$ cat src/rtl/round_sat_pkg.sv
// Shared types and constants for the round/saturate pipeline.
// Reserved round-mode code 3 is folded onto half-even when a sample is captured.
package round_sat_pkg;

  typedef enum logic [1:0] {
    RND_TRUNC     = 2'd0,
    RND_HALF_UP   = 2'd1,
    RND_HALF_EVEN = 2'd2
  } round_mode_t;

  localparam logic [1:0]  RND_MODE_RESERVED = 2'd3;
  localparam round_mode_t RND_RESERVED_MAP  = RND_HALF_EVEN;
  localparam int          SAT_CNT_WIDTH     = 16;

  function automatic round_mode_t decode_mode(input logic [1:0] mode);
    if (mode == RND_MODE_RESERVED) return RND_RESERVED_MAP;
    return round_mode_t'(mode);
  endfunction

endpackage

$ cat src/rtl/round_sat_clip.sv
// Combinational clipper: signed wide sum -> OUT_WIDTH two's complement value plus
// saturation flag. SUM_WIDTH must exceed OUT_WIDTH.
module round_sat_clip
  import round_sat_pkg::*;
#(
  parameter int SUM_WIDTH = 13,
  parameter int OUT_WIDTH = 8
) (
  input  logic signed [SUM_WIDTH-1:0] sum,
  output logic        [OUT_WIDTH-1:0] clip,
  output logic                        sat
);

  localparam logic signed [SUM_WIDTH-1:0] MAX_V =
    {{(SUM_WIDTH-OUT_WIDTH+1){1'b0}}, {(OUT_WIDTH-1){1'b1}}};
  localparam logic signed [SUM_WIDTH-1:0] MIN_V =
    {{(SUM_WIDTH-OUT_WIDTH+1){1'b1}}, {(OUT_WIDTH-1){1'b0}}};

  always_comb begin
    clip = sum[OUT_WIDTH-1:0];
    sat  = 1'b0;
    if (sum > MAX_V) begin
      clip = {1'b0, {(OUT_WIDTH-1){1'b1}}};
      sat  = 1'b1;
    end else if (sum < MIN_V) begin
      clip = {1'b1, {(OUT_WIDTH-1){1'b0}}};
      sat  = 1'b1;
    end
  end

endmodule

$ cat src/rtl/round_sat_pipe.sv
// Three-stage round/saturate pipe with bubble-collapsing valid/ready flow control.
// Optional saturation counter (sat_cnt/sat_clr) enabled by ROUND_SAT_STATS_EN.
module round_sat_pipe
  import round_sat_pkg::*;
#(
  parameter int IN_WIDTH  = 16,
  parameter int FRAC_BITS = 4,
  parameter int OUT_WIDTH = 8,
  parameter int TAG_WIDTH = 4
) (
  input  logic                 clk,
  input  logic                 rst,
  input  logic                 valid_i,
  output logic                 ready_o,
  input  logic [IN_WIDTH-1:0]  data_i,
  input  logic [TAG_WIDTH-1:0] tag_i,
  input  logic [1:0]           mode_i,
  output logic                 valid_o,
  input  logic                 ready_i,
  output logic [OUT_WIDTH-1:0] data_o,
  output logic [TAG_WIDTH-1:0] tag_o,
  output logic                 sat_o
`ifdef ROUND_SAT_STATS_EN
  ,
  input  logic                     sat_clr,
  output logic [SAT_CNT_WIDTH-1:0] sat_cnt
`endif
);

  localparam int K_WIDTH   = IN_WIDTH - FRAC_BITS;
  localparam int SUM_WIDTH = K_WIDTH + 1;
  localparam logic [FRAC_BITS-1:0] STICKY_MASK = FRAC_BITS'((1 << (FRAC_BITS - 1)) - 1);

  logic                 v1, v2;
  logic [IN_WIDTH-1:0]  d1;
  logic [TAG_WIDTH-1:0] t1, t2;
  round_mode_t          m1;
  logic signed [SUM_WIDTH-1:0] s2;

  logic load1, load2, load3;
  logic signed [K_WIDTH-1:0]   k_val;
  logic                        guard, sticky, inc;
  logic signed [SUM_WIDTH-1:0] sum_next;
  logic [OUT_WIDTH-1:0]        clip_val;
  logic                        clip_sat;

  // Each stage refills whenever it is empty or its successor is taking its content.
  always_comb begin
    load3 = !valid_o || ready_i;
    load2 = !v2 || load3;
    load1 = !v1 || load2;
  end

  assign ready_o = load1 && !rst;

  // Arithmetic shift right by FRAC_BITS is just the upper bits taken as signed.
  always_comb begin
    k_val  = d1[IN_WIDTH-1:FRAC_BITS];
    guard  = d1[FRAC_BITS-1];
    sticky = |(d1[FRAC_BITS-1:0] & STICKY_MASK);
    case (m1)
      RND_TRUNC:   inc = 1'b0;
      RND_HALF_UP: inc = guard;
      default:     inc = guard && (sticky || k_val[0]);
    endcase
    sum_next = {k_val[K_WIDTH-1], k_val} + SUM_WIDTH'(inc);
  end

  round_sat_clip #(
    .SUM_WIDTH(SUM_WIDTH),
    .OUT_WIDTH(OUT_WIDTH)
  ) u_clip (
    .sum  (s2),
    .clip (clip_val),
    .sat  (clip_sat)
  );

  always_ff @(posedge clk) begin
    if (rst) begin
      v1      <= 1'b0;
      d1      <= '0;
      t1      <= '0;
      m1      <= RND_TRUNC;
      v2      <= 1'b0;
      s2      <= '0;
      t2      <= '0;
      valid_o <= 1'b0;
      data_o  <= '0;
      tag_o   <= '0;
      sat_o   <= 1'b0;
    end else begin
      if (load1) begin
        v1 <= valid_i;
        d1 <= data_i;
        t1 <= tag_i;
        m1 <= decode_mode(mode_i);
      end
      if (load2) begin
        v2 <= v1;
        s2 <= sum_next;
        t2 <= t1;
      end
      if (load3) begin
        valid_o <= v2;
        data_o  <= clip_val;
        tag_o   <= t2;
        sat_o   <= clip_sat;
      end
    end
  end

`ifdef ROUND_SAT_STATS_EN
  // Clear wins over a simultaneous count; the counter sticks at all-ones.
  always_ff @(posedge clk) begin
    if (rst || sat_clr) begin
      sat_cnt <= '0;
    end else if (valid_o && ready_i && sat_o && (sat_cnt != '1)) begin
      sat_cnt <= sat_cnt + 1'b1;
    end
  end
`endif

endmodule
$ cat config.mk
export PLATFORM = sky130hd
export DESIGN_NAME = round_sat_pipe
export DESIGN_NICKNAME = d
export VERILOG_FILES = /design/src/rtl/round_sat_pkg.sv /design/src/rtl/round_sat_clip.sv /design/src/rtl/round_sat_pipe.sv
export SDC_FILE = /design/constraint.sdc
export NUM_CORES = 1
export LEC_CHECK = 0
export CAP_MARGIN = 40
export CORE_MARGIN = 2
export CORE_UTILIZATION = 51
export CTS_CLUSTER_DIAMETER = 60
export DETAILED_ROUTE_END_ITERATION = 12
export PLACE_DENSITY_LB_ADDON = 0.05
export SYNTH_ARGS = -nofsm -noshare
export SYNTH_HDL_FRONTEND = slang
export SYNTH_SLANG_ARGS = --single-unit
$ cat constraint.sdc
create_clock -name clk -period 2.3 [get_ports clk]
set_clock_uncertainty 0.15 [all_clocks]
set_input_delay 0.575 -clock clk [delete_from_list [all_inputs] [get_ports clk]]
set_output_delay 0.575 -clock clk [all_outputs]
set_load 0.05 [all_outputs]
==> flow_metrics.py <==
metrics = {
    "timing": {
        "setup_viol": 0,
        "grt_setup_unrepaired": "false",
        "drv_slew": 0,
        "tightestPinTransition_ps": 569,
        "fin_hold_ws_ps": 305,
        "setup_ws_ps": 64.8,
        "relSlewSlack": 0.620,
        "finalHoldViolations": 0,
        "timing.fmax_ghz": 0.447,
        "period_minus_slack_ps": 2240,
        "final.period_utilization": 0.972,
    },
    "finish": {
        "antenna_cells": 0,
        "final_area_mm2": 0.00277,
        "areaGrowthSynthToFinish_pct": 25.2,
        "final_util": 0.679,
        "n_fill_cell": 377,
        "drive_above_1_share": 0.0877,
        "fin_nets": 335,
    },
    "placed_design": {
        "place.gp.congestion": 0.732,
        "dp_hpwl_mm": 2.91,
        "pre_cts_ws_ps": -174,
        "postPlaceCellArea_mm2": 0.00268,
        "io_buffer_count": 40,
    },
    "setup_path": {
        "r2r_slack_ps": 250,
        "crit_start": "valid_o",
        "cp-end-kind": "primary output",
        "path_cells": "clkdlybuf4s50_1",
        "critical-path-slowest-cell": "clkdlybuf4s50_1",
        "critPathKind": "reg -> out",
        "reg2reg_from": "d1[0]",
        "start_kind": "register",
        "cp_max_fo": 4,
        "critPathBufInv": 1,
        "cpPeakStageDelay_ps": 810,
        "required_ps": 1570,
        "critical_path.top_delay_family": "buffers and inverters",
        "crit_arrival_ps": 1510,
    },
    "clock_tree": {
        "ctsResizeCount": 3,
        "cts_inserted_buffers": 5,
        "cts_sinks": 55,
        "hold_buffers": 0,
        "root_buffer": "clkbuf_8",
        "cts_tree": "built",
        "clk_pin_slew_ps": 100,
        "cts_setup_buffers": 0,
        "clock_latency_ps": 320,
        "htreeDepth": 2,
        "clk_path_buf_depth": 2,
    },
    "yosys": {
        "synth_top_area_frac": 0.497,
        "ys_async_sr_fraction": 0,
        "ys_seq_area_frac": 0.497,
        "postSynthCellCount": 269,
        "synth_top_cell_by_area": "dfxtp_1",
        "yosysMostFrequentCell": "nand2_1",
        "synthDistinctLibCells": 30,
        "synth_fp_nets": 297,
        "synth.area.top_cells": "dfxtp_1 50%, nand2_1 12%, a21oi_1 7.9%",
        "synth_edf_count": 0,
        "avgSynthCellArea_um2": 8.23,
        "netlist_area_mm2": 0.00221,
        "ys.warnings.count": 0,
        "ys.flop_type": "dfxtp_1",
        "ys_seq_elements": 55,
        "yosys-top-cells-count": "73 x nand2_1, 55 x dfxtp_1, 35 x a21oi_1",
    },
    "run": {
        "drv_cap": 0,
    },
    "floorplan": {
        "die_w_um": 69.9,
        "dieArea_mm2": 0.00489,
        "core-area_mm2": 0.00409,
        "num_rows": 23,
        "num_io_pins": 41,
        "initial_core_util": 0.542,
        "die-height_um": 69.9,
    },
    "global_route": {
        "grt_pass1_vias": 1674,
        "grt_max_degree": 57,
        "gr-total-overflow": 0,
        "grt_pass1_wl_mm": 7.42,
        "antenna_found_initial": 0,
        "grt.total_usage": 0.186,
    },
    "power_and_ir_drop": {
        "power_uw": 1830,
        "peakVddDrop_mv": 0.330,
        "p_per_area_mw_per_mm2": 661,
        "p_leak_uw": 0.00107,
    },
    "min_path": {
        "holdCritStartpoint": "t1[1]",
        "hold_path.class": "reg -> reg",
    },
    "drt": {
        "vias_per_cell": 5.13,
        "dr.pass1.iters": 4,
        "drt_iter0_drc": 88,
        "drc_errors": 0,
        "num_vias": 1835,
        "drtAntennaViolNets": 0,
        "totalWireLength_mm": 4.23,
        "wl_per_cell_um": 11.8,
    },
    "outcome": {
        "status": "finished, final reports clean",
    },
}
[layer usage]
layer | GRT usage | wire length [µm]
met1 | 0.253 | 2150
met2 | 0.284 | 1820
met3 | 0.0476 | 191
met4 | 0.0705 | 70
met5 | 0 | 0
[worst paths after layout]
check,cells past startpoint,end
worst max-delay path,1,valid_o
worst min-delay path,2,t1[1]
worst max register to register,9,s2[10]
worst min register to register,2,t1[1]
[cells by family after synthesis]
| kind of cell | Yosys count | share of synthesized area |
|---|---|---|
| buffers and inverters | 16 | 0.0299 |
| AND/OR/NAND/NOR | 130 | 0.262 |
| flip-flops | 55 | 0.497 |
| adder cells (fa/ha/maj) | 2 | 0.0113 |
| XOR/XNOR | 10 | 0.0395 |
| AO/OA/AOI/OAI | 56 | 0.160 |
[stage by stage]
| stage | TNS [ps] | cells |
|---|---|---|
| detailed placement | -174 | 350 |
| finish | 0 | 358 |
| floorplan | 0 | 269 |
| global route | 0 | 358 |
| CTS | 0 | 358 |
| global placement | -182 | 350 |
[where the power goes]
group | leakage [µW] | switching, µW | internal, µW | total [µW]
Clock | 0.0000485 | 328 | 219 | 547
Sequential | 0.000455 | 38.7 | 1000 | 1040
Combinational | 0.000569 | 134 | 110 | 244
[final cells by class]
type | instances | area, µm² | area share
clock buffer | 5 | 68.8 | 0.0248
tap | 50 | 62.6 | 0.0226
sequential | 55 | 1100 | 0.397
timing repair buffer | 47 | 460 | 0.166
multi-input combinational | 198 | 1060 | 0.381
clock inverter | 3 | 22.5 | 0.00812
[flip-flops by register name (all words and copies together) (netlist names)]
signal	count
d1	16
data_o	8
m1	2
s2	13
sat_o	1
t1	4
t2	4
tag_o	4
v1	1
v2	1
valid_o	1
[cell usage in the layout (no fill, tap or decap), types with 2 or more instances in the layout]
master	synthesis	layout
a21oi_1	35	35
a211oi_1	13	13
xor2_1	5	5
clkdlybuf4s50_1	0	37
a211oi_2	3	3
nor2_1	26	25
nand3b_1	2	2
buf_4	0	6
xnor2_1	5	5
nor3_2	3	3
nor3_1	10	10
ha_1	2	2
dfxtp_1	55	55
clkbuf_8	0	5
nand2_1	73	73
nand3_1	6	6
nand4_1	2	2
(Power assumes the default switching activity.)
